[src/rtl/child_dispatch_rr.sv]
// child_dispatch_rr
//   Work-token dispatcher placed upstream of a node's child instances. Incoming
//   tokens are buffered in a small FIFO. Each token goes to exactly one child
//   over a per-child valid/ready handshake. A token is either directed (it names
//   a child index) or "any" (the child is picked round-robin). An "any" token
//   that stalls on one child is moved to the next child after TIMEOUT cycles.
//
// Ports
//   clk_i            clock, rising edge
//   rst_ni           synchronous reset, active low
//   in_valid_i       upstream token valid
//   in_ready_o       FIFO can accept (not full, and low during reset)
//   in_data_i        token payload
//   in_dest_i        child index, or all-ones for "any"
//   out_valid_o      one-hot (or zero) offer to each child
//   out_ready_i      per-child accept
//   out_data_o       registered payload shared by all children
//   err_drop_o       one-cycle pulse when a directed token with a bad index is dropped
//   dispatch_cnt_o   count of completed dispatches, wraps at 16 bits
module child_dispatch_rr #(
    parameter int unsigned N_CHILD    = 15,
    parameter int unsigned DATA_W     = 32,
    parameter int unsigned DEST_W     = 4,
    parameter int unsigned FIFO_DEPTH = 4,
    parameter int unsigned TIMEOUT    = 8
) (
    input  logic                clk_i,
    input  logic                rst_ni,
    input  logic                in_valid_i,
    output logic                in_ready_o,
    input  logic [DATA_W-1:0]   in_data_i,
    input  logic [DEST_W-1:0]   in_dest_i,
    output logic [N_CHILD-1:0]  out_valid_o,
    input  logic [N_CHILD-1:0]  out_ready_i,
    output logic [DATA_W-1:0]   out_data_o,
    output logic                err_drop_o,
    output logic [15:0]         dispatch_cnt_o
);

    localparam int unsigned AW   = $clog2(FIFO_DEPTH);
    localparam int unsigned CNTW = AW + 1;
    localparam int unsigned TW   = $clog2(N_CHILD);
    localparam int unsigned CW   = $clog2(TIMEOUT) + 1;

    typedef enum logic [1:0] {
        IDLE,
        OFFER,
        RETARGET
    } state_t;

    state_t              state_q, state_d;
    logic [DATA_W-1:0]   mem_data_q [FIFO_DEPTH];
    logic [DEST_W-1:0]   mem_dest_q [FIFO_DEPTH];
    logic [AW-1:0]       wr_ptr_q, rd_ptr_q;
    logic [CNTW-1:0]     count_q;
    logic [TW-1:0]       target_q, target_d;
    logic [TW-1:0]       rr_q, rr_d;
    logic                any_q, any_d;
    logic [CW-1:0]       timer_q, timer_d;
    logic [N_CHILD-1:0]  out_valid_q, out_valid_d;
    logic [DATA_W-1:0]   out_data_q, out_data_d;
    logic                err_q, err_d;
    logic [15:0]         cnt_q, cnt_d;

    logic                full, empty, push, pop, load;
    logic [DATA_W-1:0]   head_data;
    logic [DEST_W-1:0]   head_dest;
    logic                head_any, head_ok;

    function automatic logic [TW-1:0] next_child(input logic [TW-1:0] t);
        if (32'(t) == N_CHILD - 1) return '0;
        return t + 1'b1;
    endfunction

    assign full       = (count_q == CNTW'(FIFO_DEPTH));
    assign empty      = (count_q == '0);
    // No push-through: a full FIFO refuses even when a pop happens this cycle.
    assign in_ready_o = rst_ni && !full;
    assign push       = in_valid_i && in_ready_o;

    assign head_data  = mem_data_q[rd_ptr_q];
    assign head_dest  = mem_dest_q[rd_ptr_q];
    assign head_any   = &head_dest;
    assign head_ok    = (32'(head_dest) < N_CHILD);

    always_comb begin
        state_d     = state_q;
        target_d    = target_q;
        any_d       = any_q;
        rr_d        = rr_q;
        timer_d     = timer_q;
        out_valid_d = out_valid_q;
        out_data_d  = out_data_q;
        err_d       = 1'b0;
        cnt_d       = cnt_q;
        load        = 1'b0;

        case (state_q)
            IDLE: begin
                load = !empty;
            end
            OFFER: begin
                if (out_ready_i[target_q]) begin
                    cnt_d       = cnt_q + 16'd1;
                    if (any_q) rr_d = next_child(target_q);
                    out_valid_d = '0;
                    state_d     = IDLE;
                    load        = !empty;
                end else if (any_q) begin
                    if (timer_q == CW'(TIMEOUT - 1)) begin
                        out_valid_d = '0;
                        state_d     = RETARGET;
                        timer_d     = '0;
                    end else begin
                        timer_d = timer_q + 1'b1;
                    end
                end
            end
            RETARGET: begin
                target_d              = next_child(target_q);
                out_valid_d           = '0;
                out_valid_d[target_d] = 1'b1;
                state_d               = OFFER;
                timer_d               = '0;
            end
            default: state_d = IDLE;
        endcase

        // Head load shared by IDLE and the back-to-back path after a transfer;
        // an "any" head uses the round-robin pointer already advanced above.
        if (load) begin
            if (head_any || head_ok) begin
                target_d              = head_any ? rr_d : TW'(head_dest);
                any_d                 = head_any;
                out_valid_d           = '0;
                out_valid_d[target_d] = 1'b1;
                out_data_d            = head_data;
                timer_d               = '0;
                state_d               = OFFER;
            end else begin
                err_d   = 1'b1;
                state_d = IDLE;
            end
        end
    end

    assign pop = load;

    always_ff @(posedge clk_i) begin
        if (push) begin
            mem_data_q[wr_ptr_q] <= in_data_i;
            mem_dest_q[wr_ptr_q] <= in_dest_i;
        end
    end

    always_ff @(posedge clk_i) begin
        if (!rst_ni) begin
            state_q     <= IDLE;
            wr_ptr_q    <= '0;
            rd_ptr_q    <= '0;
            count_q     <= '0;
            target_q    <= '0;
            any_q       <= 1'b0;
            rr_q        <= '0;
            timer_q     <= '0;
            out_valid_q <= '0;
            out_data_q  <= '0;
            err_q       <= 1'b0;
            cnt_q       <= '0;
        end else begin
            state_q     <= state_d;
            target_q    <= target_d;
            any_q       <= any_d;
            rr_q        <= rr_d;
            timer_q     <= timer_d;
            out_valid_q <= out_valid_d;
            out_data_q  <= out_data_d;
            err_q       <= err_d;
            cnt_q       <= cnt_d;
            if (push) wr_ptr_q <= wr_ptr_q + 1'b1;
            if (pop)  rd_ptr_q <= rd_ptr_q + 1'b1;
            case ({push, pop})
                2'b10:   count_q <= count_q + 1'b1;
                2'b01:   count_q <= count_q - 1'b1;
                default: count_q <= count_q;
            endcase
        end
    end

    assign out_valid_o    = out_valid_q;
    assign out_data_o     = out_data_q;
    assign err_drop_o     = err_q;
    assign dispatch_cnt_o = cnt_q;

endmodule
[config.mk]
export PLATFORM = sky130hd
export DESIGN_NAME = child_dispatch_rr
export DESIGN_NICKNAME = d
export VERILOG_FILES = /design/src/rtl/child_dispatch_rr.sv
export SDC_FILE = /design/constraint.sdc
export NUM_CORES = 1
export LEC_CHECK = 0
export CAP_MARGIN = 5
export CORE_MARGIN = 2
export CORE_UTILIZATION = 29
export CTS_CLUSTER_DIAMETER = 200
export DETAILED_ROUTE_END_ITERATION = 12
export PLACE_DENSITY = 0.52
export SLEW_MARGIN = 30
export SYNTH_ARGS = -nofsm -noshare
export SYNTH_HDL_FRONTEND = slang
export SYNTH_SLANG_ARGS = --single-unit
[constraint.sdc]
create_clock -name clk_i -period 7.6 [get_ports clk_i]
set_input_delay 0.76 -clock clk_i [delete_from_list [all_inputs] [get_ports clk_i]]
set_output_delay 0.76 -clock clk_i [all_outputs]
set_load 0.01 [all_outputs]
==> After elaboration in Yosys (flattened, before gate mapping) <==
Memory sizes are Yosys's and may differ from the RTL's. A register that Yosys moved wholly into a read port is not among the register bits.
Cells that the tools add are included.
{ "classes": {"reduce_logical": 16, "add_sub_neg": 7, "n_lt_le_gt_ge": 6, "eq_ne": 10, "n_mux": 48} }
{ "op_table": {"columns": ["cell", "n"], "rows": [
  ["$mux W15", 5],
  ["$mux W4", 16],
  ["$pmux W15 S2", 1],
  ["$add A16 B1 Y16 const B", 1],
  ["$lt A4 B5 Y1 const B", 3],
  ["$mux W1", 13],
  ["$mux W2", 6],
  ["$add A4 B1 Y4 const B", 2],
  ["$demux W1 S4", 2],
  ["$ge A4 B1 Y1 const B", 2],
  ["$ne A4 B4 Y1 const B", 2],
  ["$pmux W4 S2", 1],
  ["$pmux W2 S3", 1],
  ["$pmux W3 S2", 1],
  ["$reduce_and A2 Y1", 3],
  ["$add A2 B1 Y2 const B", 2],
  ["$bmux W1 S4", 1],
  ["$eq A2 B1 Y1 const B", 2],
  ["$eq A2 B2 Y1 const B", 2],
  ["$eq A4 B3 Y1 const B", 1],
  ["$eq A4 B4 Y1 const B", 1],
  ["$logic_and A1 B1 Y1", 4],
  ["$lt A4 B4 Y1 const B", 1],
  ["$reduce_and A4 Y1", 1],
  ["other kinds (11)", 13]
]} }
{ "word_totals": {"in_bits": 54, "n_memories": 2, "ramBits": 144, "reg_bits": 54, "out_inout_bits": 65, "wordCells": 100} }
{ "mem_list": {"columns": ["name", "words", "word_bits", "rd", "rd_clocked_by_memory_dff", "wr", "line", "text"], "rows": [
  ["mem_data_q", 4, 32, 1, 1, 1, "52", "logic [DATA_W-1:0] mem_data_q [FIFO_DEPTH];"],
  ["mem_dest_q", 4, 4, 1, 1, 1, "53", "logic [DEST_W-1:0] mem_dest_q [FIFO_DEPTH];"]
]} }

==> Depth between registers and ports, before layout <==
Gate-level depths: netlist (run 1).
{ "depth": {"depth_word": 16, "ltp_mapped": 16, "mapped_depth_nobuf": 13} }

==> Worst setup path after synthesis (run 1) <==
No wires, ideal clock.
{ "synth_timing": {"path_kind": "input port to flip-flop", "from": "input out_ready_i[14]", "to": "register count_q[2]", "required_time_ns": 7.530, "t_arrival_ns": 3.727, "setup_ns": 0.070, "stages": 15, "path_buffers": 3, "slack_ns": 3.802, "cell_sequence": "mux2i_1 > mux4_2 > a221oi_4 > buf_6 > nor2_1 > or2_0 > clkbuf_1 > clkinv_1 > clkbuf_1 > ha_1 > inv_1 > fa_1 > xor2_1 > or3_1 > a21oi_1"} }
{ "synth_between": {"elab_chain_cells": 6, "word_cells_on_any_way": 8, "cone_classes": "eq/ne: 2; mux: 5; reduce/logical: 1"} }
{ "synth_lines": {"columns": ["item", "line", "text"], "rows": [
  ["start: declaration", "34", "input logic [N_CHILD-1:0] out_ready_i,"],
  ["$bmux W1 S4 *", "103", "if (out_ready_i[target_q]) begin"],
  ["$mux W1 (not written as such) *", "103", null],
  ["$mux W1 *", "103", null],
  ["$pmux W1 S2 *", "98", "case (state_q)"],
  ["$eq A2 B1 Y1 or $eq A2 B2 Y1 (tied branches)", "182", "case ({push, pop})"],
  ["$pmux W3 S2 or $reduce_bool A2 Y1 (tied branches)", null, null],
  ["end signal: assignment", "183", "2'b10: count_q <= count_q + 1'b1;"],
  ["end signal: assignment", "184", "2'b01: count_q <= count_q - 1'b1;"],
  ["end signal: assignment", "185", "default: count_q <= count_q;"],
  ["end: declaration", "55", "logic [CNTW-1:0] count_q;"]
]} }
Every way passes the cells marked *; elsewhere a longest branch is shown, timed or not. The select of a mux whose other input is x is not followed.
A chain may end at the register's enable or synchronous reset.

==> Worst setup path in the final report (run 1) <==
{ "layout_timing": {"from": "register target_q[1]", "to": "register out_valid_q[5] (netlist: out_valid_o[5])"} }
{ "layout_between": {"elab_chain_cells": 16, "word_cells_on_any_way": 32, "cone_classes": "add/sub: 1; order compare: 4; eq/ne: 1; mux: 24; reduce/logical: 2"} }
{ "layout_lines": {"columns": ["item", "line", "text"], "rows": [
  ["start: declaration", "56", "logic [TW-1:0] target_q, target_d;"],
  ["start signal: assignment", "172", "target_q <= target_d;"],
  ["$eq A4 B4 Y1", "71", "if (32'(t) == N_CHILD - 1) return '0;"],
  ["$mux W1", "71", null],
  ["$mux W1", "105", "if (any_q) rr_d = next_child(target_q);"],
  ["$mux W1", "103", null],
  ["$mux W1", "98", null],
  ["$mux W4", "72", "return t + 1'b1;"],
  ["$mux W4", "105", null],
  ["$mux W4", "103", null],
  ["$mux W4", "98", null],
  ["$mux W4", "133", "target_d = head_any ? rr_d : TW'(head_dest);"],
  ["$lt A4 B5 Y1 (not written as such) or $ge A4 B1 Y1 (tied branches)", "136", "out_valid_d[target_d] = 1'b1;"],
  ["$logic_and A1 B1 Y1 (not written as such)", "136", null],
  ["$mux W1 (not written as such)", "136", null],
  ["$demux W1 S4", "136", null],
  ["$mux W15", "132", "if (head_any || head_ok) begin"],
  ["$mux W15 *", "131", "if (load) begin"],
  ["end signal: assignment", "176", "out_valid_q <= out_valid_d;"],
  ["end: declaration", "60", "logic [N_CHILD-1:0] out_valid_q, out_valid_d;"]
]} }
Marks and branches as above.

==> results of run 1 <==
[metal layers]
metal	track usage	wire length, µm	share of wire
met1	0.1635	9132	0.43
met2	0.2151	10170	0.48
met3	0.02914	1348	0.064
met4	0.03806	459	0.022
met5	0	0	0
[per-stage QoR]
| step | power (W) | area, µm² | std cells |
|---|---|---|---|
| 2_1_floorplan | 0.002254 | 9240 | 680 |
| 3_3_place_gp | 0.002677 | 10790 | 1165 |
| 3_5_place_dp | 0.002685 | 10810 | 1165 |
| 4_1_cts | 0.003972 | 11690 | 1214 |
| 5_1_grt | 0.004121 | 11690 | 1215 |
| 6_report | 0.003906 | 11690 | 1215 |
[layout by cell type (no fill, tap or decap), drive strengths merged, types with 10 or more instances in the layout]
cell	Yosys	final
a21oi	55	55
and3	10	10
clkbuf	31	35
clkdlybuf4s50	0	117
dfxtp	87	87
edfxtp	144	144
ha	10	10
inv	12	15
mux4	38	38
nand2	99	99
nand2b	10	10
nor2	41	41
o21ai	10	10
xor2	15	15
[how the worst max path moves through the flow]
stage	endpoint	slack (ps)	depth (start not counted)
finish	out_valid_o[5]	3300	11
global route	out_valid_o[5]	3010	11
CTS	out_valid_o[5]	3230	11
detailed placement	out_valid_o[5]	2900	12
global placement	out_valid_o[5]	2950	12
floorplan	count_q[2]	3800	15
[kinds of logic after synthesis]
family	Yosys count	share of synthesized area
buffers and inverters	55	0.02519
muxes	46	0.1018
AOI/OAI and AO/OA	117	0.08504
other	1	0.0004058
DFF	231	0.6565
and+or+nand+nor	200	0.09736
adders and majority gates	11	0.01571
xor gates and xnor gates	19	0.01801
[flip-flops by register name (all words and copies together) (netlist names), named ones only]
signal,cells
out_data_o,32
any_q,1
out_valid_o,15
mem_dest_q,16
timer_q,4
count_q,3
rr_q,4
wr_ptr_q,2
state_q,2
rd_ptr_q,2
mem_data_q,128
dispatch_cnt_o,16
target_q,4
[final cells by class]
type,instances,area [µm²]
multi-input combinational,394,2962
sequential,231,6071
inverter,14,52.55
timing repair buffer,124,1224
clock inverter,14,157.7
antenna,1,2.502
tap,402,503.0
fill,3023,19790
clock buffer,35,715.7
[power by group]
group	switching (W)	internal, W
logic	0.000553	0.000465
registers	0.000136	0.00148
clock network	0.000504	0.000765
[tightest hold or removal path, cell delays in order, from the launching register on]
cell     delay, ps
dfxtp_1        300
nand2_1         50
a21oi_1         50
==> results.toml, run 1 <==
[yosys]
ys_seq_area_frac = 0.6565
netlist_area_mm2 = 0.009240
syn-instance-count = 680
syn_area_per_cell_um2 = 13.59
yosys-top-cells-area = "edfxtp_1 (47%), dfxtp_1 (19%), mux4_2 (9.3%), nand2_1 (4.0%), a21oi_1 (2.9%)"
synth_top_area_share = 0.4680
ys_ff_latch = 231
synthesis.nets = 745
yosysMostFrequentCell = "edfxtp_1"
synth_edf_count = 144
ys_warn_count = 0
synth_common_cells = "edfxtp_1 (144), nand2_1 (99), dfxtp_1 (87)"
synth_ff_type = "edfxtp_1"
synth_cell_types = 57
ys_async_sr_fraction = 0
yosysTopAreaCell = "edfxtp_1"

[setup_path]
crit_top_cell = "buf_4"
arrival_ps = 4790
cp_slowest_stage_delay_ps = 760
crit_required_ps = 8090
timing.critical_path.buf_inv = 3
worst_setup_path_end_kind = "register"
r2r_start = "target_q[1]"
cp_max_fo = 50
reg2reg_slack_ps = 3300
crit_chain = "mux2i_1 > mux4_2 > a221oi_4 > nor2_1 > or2_2 > buf_4 > inv_2 > buf_4 > nand2_1 > o32ai_1 > o311a_1"
cp_slowest_cell = "dfxtp_1"
r2r_end = "out_valid_o[5]"
crit_family = "compound AO/OA/AOI/OAI gates"
startpoint = "target_q[1]"
reg2regPathDepth = 11
crit_type = "register to register"
startpoint_type = "register"

[min_path]
hp-start = "out_data_o[16]"
hold_path_end = "out_data_o[16]"
min_path_cells = 2
hold_path.class = "register to register"

[global_routing]
antenna_found_initial = 1
track_usage = 0.1275
grt_first_pass_wirelength_mm = 33.35
grt_overflow = 0
grt_pass1_vias = 5821
grt_max_degree = 70

[clocking]
clkTransAtPathRegs_ps = 60
cts_buffers = 27
postCtsSetupBuffers = 0
worstSkewPairLatency_ps = 550
cts-root-buf = "clkbuf_16"
cts_sinks = 231
cts_tree = "done"
cts_resized = 0
clock_path_buffers = 3
htreeDepth = 1
cts_hold_buf = 0

[sta]
maxSlewHeadroom = 0.4409
layout_setup_ws_ps = 3302
fin_crit_ps = 4298
setup_viol = 0
clock_skew_ps = 20.49
final.period_utilization = 0.5656
whs_ps = 453.4
report.final.slew_viol_count = 0
max_slew.worst_pin.slew_ps = 838.6
fmax_ghz = 0.2326
rsz0062_at_grt = "no"
finalHoldViolations = 0
setup_tns_ps = 0

[outcome]
status = "finished, final reports clean"

[routing]
drcViolationCount = 0
via_per_inst = 4.756
first_pass_iters = 4
routedWlPerCell_um = 17.37
detail_route.iter0.violations = 427
antenna_left = 0
wl_mm = 21.11
via_count = 5778

[die]
fp.dieH_um = 182.5
io_pins = 119
start_util = 0.2936
rows = 65
coreArea_mm2 = 0.03147
die-area_mm2 = 0.03331
die_w_um = 182.5

[finish]
utilization = 0.3713
layout.nets = 857
drive_gt1_frac = 0.1281
area_growth_pct = 26.49

[placed_design]
gp_congestion = 0.7889
pre_cts_ws_ps = 2900
portBuffers = 117
dp_hpwl_mm = 12.48

[pwr]
p_per_area_mw_per_mm2 = 334.2
ir_worst_vdd_mv = 0.1975
leakage_nw = 3.805

[run]
maxCapViolCount = 0
No activity file was read; power rests on OpenSTA's default activity.
==> run 2: changes to the inputs <==
Clock period 7.6 ns to 4.06 ns, I/O delays scaled along.
==> run 2 against run 1 <==
  * Wire length hardly changed
  * Flip-flop and latch count stayed put
  * Combinational power is 89% higher
  * Non-clock buffer count is 12 higher
  * Sequential share of layout area is 0.62 points lower
  * Fmax is 30% higher
  * Critical path depth is 1 higher
  * First-iteration DRC count is 17% higher
  * Worst setup slack worse by 2600 ps
  * Final area is 1.2% higher
  * Critical path type unchanged
==> results.toml, run 2 (same netlist as run 1, synthesis figures left out) <==
[outcome]
status = "finished, final reports clean"

[run]
maxCapViolCount = 0

[global_routing]
grt_overflow = 0
grt_pass1_vias = 5869
grt_first_pass_wirelength_mm = 33.33
track_usage = 0.1274
antenna_found_initial = 1
grt_max_degree = 70

[setup_path]
arrival_ps = 3760
cp_slowest_cell = "mux4_2"
cp_max_fo = 9
startpoint_type = "register"
crit_required_ps = 4510
worst_setup_path_end_kind = "register"
cp_slowest_stage_delay_ps = 520
reg2regPathDepth = 12
reg2reg_slack_ps = 750
r2r_end = "count_q[2]"
r2r_start = "target_q[1]"
crit_type = "register to register"
crit_chain = "mux2i_1 > mux4_2 > a221oi_4 > nor2_1 > or2_2 > inv_2 > ha_1 > inv_1 > fa_1 > xor2_1 > or3_1 > a21oi_1"

[clocking]
cts-root-buf = "clkbuf_16"
clkTransAtPathRegs_ps = 60
cts_hold_buf = 0
postCtsSetupBuffers = 0
cts_tree = "done"
worstSkewPairLatency_ps = 540
clock_path_buffers = 3
cts_resized = 0
cts_buffers = 26
cts_sinks = 231
htreeDepth = 1

[placed_design]
gp_congestion = 0.7916
portBuffers = 117
dp_hpwl_mm = 13.30

[die]
rows = 65
die-area_mm2 = 0.03331
coreArea_mm2 = 0.03147
start_util = 0.2936
io_pins = 119
fp.dieH_um = 182.5
die_w_um = 182.5

[finish]
utilization = 0.3759
fillCellCount = 2948
area_growth_pct = 28.06
largest_register_ffs = 128
max_flop_register = "mem_data_q"
multi_input_area_mm2 = 0.002947
layout.nets = 868
final_common_cell = "edfxtp_1"
regArea_mm2 = 0.006073
antenna_cells = 0
drive_gt1_frac = 0.1423
final_cell_mix = "edfxtp_1 (144), clkdlybuf4s50_1 (117), nand2_1 (99)"

[sta]
setup_tns_ps = 0
finalHoldViolations = 0
max_slew.worst_pin.slew_ps = 821.0
setup_viol = 0
rsz0062_at_grt = "no"
clock_skew_ps = 24.14
maxSlewHeadroom = 0.4527
fin_crit_ps = 3309
fmax_ghz = 0.3022
report.final.slew_viol_count = 0
final.period_utilization = 0.8151

[routing]
via_count = 5757
via_per_inst = 4.703
drcViolationCount = 0
first_pass_iters = 4
routedWlPerCell_um = 17.26
antenna_left = 0
detail_route.iter0.violations = 498
wl_mm = 21.13

[min_path]
hold_path_end = "out_data_o[11]"
hold_path.class = "register to register"
hp-start = "out_data_o[11]"
min_path_cells = 2

[pwr]
leakage_nw = 3.880
ir_worst_vdd_mv = 0.3047
p_per_area_mw_per_mm2 = 627.3
-- run 2: changes by cell type in the layout (fill, tap and decap cells not counted), moves of 3 or more --
cell / previous run / this run
buf_4: 7 / 16
and3_2: 0 / 4
and3_4: 4 / 0
buf_12: 0 / 3
clkinvlp_4: 1 / 4
-- run 2: final cells by class --
type,count,share of cell area
multi-input combinational,394,0.2490
sequential,231,0.5133
clock buffer,32,0.05689
clock inverter,15,0.01967
tap,402,0.04251
inverter,14,0.004441
timing repair buffer,136,0.1142
-- run 2: worst max-delay path: cells and delay by family, from the launching register on --
kind                     cells  cell delay, ps
AO/OA/AOI/OAI                2             620
XOR/XNOR                     1             160
adder cells (fa/ha/maj)      2             550
buffers and inverters        2             120
flip-flops                   1             460
multiplexers                 2             640
AND/OR/NAND/NOR              3             670
-- run 2: report_power, final --
part,switching [W],internal (W)
logic,0.00102,0.000905
clock network,0.000949,0.00150
registers,0.000268,0.00278
total,0.00224,0.00518
-- run 2: layer usage --
layer | global-route usage | wire, µm
met1 | 0.1604 | 9082
met2 | 0.2224 | 10320
met3 | 0.03093 | 1420
met4 | 0.02677 | 287
met5 | 0 | 13
-- run 2: how the worst max path moves through the flow --
stage                          from          to  slack (ps)
detailed placement  out_ready_i[12]  count_q[2]         420
finish                  target_q[1]  count_q[2]         750
CTS                     target_q[2]  count_q[2]         730
global route            target_q[2]  count_q[2]         510
floorplan               target_q[1]  count_q[2]         520
global placement    out_ready_i[14]  count_q[2]         450
-- run 2: through the flow --
step	instances	cell area [µm²]	setup slack, ps	hold WS [ps]	total power [W]
2_1_floorplan	680	9240	521.1	463.0	0.004219
3_3_place_gp	1177	10920	451.4	448.0	0.005051
3_5_place_dp	1177	10920	417.5	450.9	0.005058
4_1_cts	1224	11830	730.9	460.4	0.007556
5_1_grt	1224	11830	511.1	475.3	0.007847
6_report	1224	11830	750.8	457.1	0.007423
==> run 3: changes to the inputs <==
Settings changed: PLACE_DENSITY 0.52 to 0.54.
Clock period 4.06 ns to 2.8 ns, I/O delays scaled along.
==> run 3 against run 2 <==
  * Clock power is 43% higher
  * Clock skew is 6.3 ps lower
  * Wire length is 1.8% higher
  * Critical endpoint unchanged
  * Non-clock buffer count is 40 higher
  * The flow now finishes with violations (negative setup slack)
  * Fmax is 16% higher
==> results.toml, run 3 (same netlist as run 1, synthesis figures left out) <==
[outcome]
status = "finished with violations"
violations = "negative setup slack"

[clocking]
clock_path_buffers = 3
clkTransAtPathRegs_ps = 60
cts-root-buf = "clkbuf_16"
htreeDepth = 1
cts_tree = "done"
worstSkewPairLatency_ps = 550
cts_sinks = 231
cts_buffers = 27

[die]
io_pins = 119
rows = 65
fp.dieH_um = 182.5
start_util = 0.2936
die-area_mm2 = 0.03331
die_w_um = 182.5
coreArea_mm2 = 0.03147

[run]
maxCapViolCount = 0

[sta]
fin_crit_ps = 2863
clock_skew_ps = 17.87
maxSlewHeadroom = 0.4253
final.period_utilization = 1.023
rsz0062_at_grt = "yes"
report.final.slew_viol_count = 0
setup_viol = 2
fmax_ghz = 0.3493
max_slew.worst_pin.slew_ps = 862.1
finalHoldViolations = 0
layout_setup_ws_ps = -63.09

[placed_design]
gp_congestion = 0.8090
placedInstanceArea_mm2 = 0.01122
portBuffers = 117
dp_hpwl_mm = 13.72

[setup_path]
arrival_ps = 3320
cp_max_fo = 6
worst_setup_path_end_kind = "register"
crit_type = "register to register"
startpoint_type = "register"
crit_required_ps = 3260

[global_routing]
met3_usage = 0.02894
grt_pass1_vias = 6075
grt-busiest-layer = "met2"
track_usage = 0.1272
gr-usage-met2 = 0.2143
grt_overflow = 0
grt_first_pass_wirelength_mm = 33.54
antenna_found_initial = 1
use_met1 = 0.1662
grt_max_degree = 70

[pwr]
switching_share = 0.3063
seqPwrFrac = 0.385
p_per_area_mw_per_mm2 = 913.7
pwr-share-comb = 0.300
clkPwrFrac = 0.315
finalPower_w = 0.01114
leakage_nw = 4.103
intPower_w = 0.007730
power_switching_w = 0.003413
ir_worst_vdd_mv = 0.6490

[finish]
largest_register_ffs = 128
max_flop_register = "mem_data_q"
antenna_cells = 0
area_growth_pct = 32.00
drive_gt1_frac = 0.2016
fillCellCount = 2988
final_common_cell = "edfxtp_1"
final_cell_mix = "edfxtp_1 (144), clkdlybuf4s50_1 (117), nand2_1 (98)"
layout.nets = 909
design_area_mm2 = 0.01220

[routing]
first_pass_iters = 4
via_count = 6017
routedWlPerCell_um = 16.99
detail_route.iter0.violations = 419
via_per_inst = 4.757
drcViolationCount = 0
wl_mm = 21.50
antenna_left = 0

[min_path]
hold_path.class = "input pin to register"
[run 3: cell types whose count changed in the layout (fill, tap and decap cells not counted), sizes merged]
| cell | delta |
|---|---|
| buf | +40 |
| clkinv | +4 |
| clkinvlp | -3 |
| bufinv | -2 |
| inv | +2 |
[run 3: per-layer routing]
| metal | share of wire | routed length (µm) | up-vias |
|---|---|---|---|
| met1 | 0.44 | 9541 | 2961 |
| li1 | - | - | 2870 |
| met3 | 0.061 | 1310 | 33 |
| met2 | 0.48 | 10310 | 151 |
| met4 | 0.015 | 324 | 2 |
| met5 | 0.00060 | 13 | - |
[run 3: path summary, 6_finish.rpt]
path / to / slack (ps) / cells after the start / start
worst max-delay path: count_q[2] / -60 / 12 / target_q[1]
worst min-delay path: mem_data_q[1][29] / 370 / 1 / in_data_i[29]
worst max register to register: count_q[2] / -60 / 12 / target_q[1]
worst min register to register: out_data_o[10] / 450 / 2 / out_data_o[10]
[run 3: power by group through the flow]
| stage | clock network, W | registers (W) | logic [W] |
|---|---|---|---|
| after global placement | 0 | 0.00437 | 0.00324 |
| after floorplan | 0 | 0.00438 | 0.00180 |
| after CTS | 0.00360 | 0.00430 | 0.00329 |
| after global routing | 0.00373 | 0.00434 | 0.00365 |
| after detailed placement | 0 | 0.00437 | 0.00326 |
| final | 0.00351 | 0.00430 | 0.00334 |
[run 3: critical path: stages (launching register included)]
cell and delay, ps:
dfxtp_4 370, nand2b_4 130, mux4_2 510, a221oi_4 320, nor2_1 60, or2_4 250
inv_4 70, ha_4 120, inv_2 30, fa_2 320, xor2_1 150, or3_1 310
a21oi_1 120
[run 3: per-stage QoR]
step	worst slack, ps	utilization	std cells	TNS [ps]	hold slack [ps]
CTS	-95.09	0.3854	1263	-152.6	351.2
detailed placement	-453.1	0.3564	1215	-10470	445.7
global route	-162.2	0.3875	1265	-776.4	364.8
finish	-63.09	0.3875	1265	-71.41	369.8
floorplan	-398.5	-	680	-664.9	378.9
global placement	-441.3	0.3564	1215	-9927	442.6
[run 3: layout make-up]
type                    count  area (µm²)  area share
multi-input cells         394        3025      0.2481
well taps                 402       503.0     0.04124
flip-flops and latches    231        6073      0.4979
clock inverters            16       175.2     0.01436
inverters                  14       55.05    0.004514
repair buffers            176        1650      0.1353
clock buffers              32       714.4     0.05858
[run 3: what timing repair did]
item	CTS	global route
setup endpoints to repair	20	17
pin swaps	1	2
hold buffers	0	0
buffers inserted	0	2
gates resized for setup	7	12
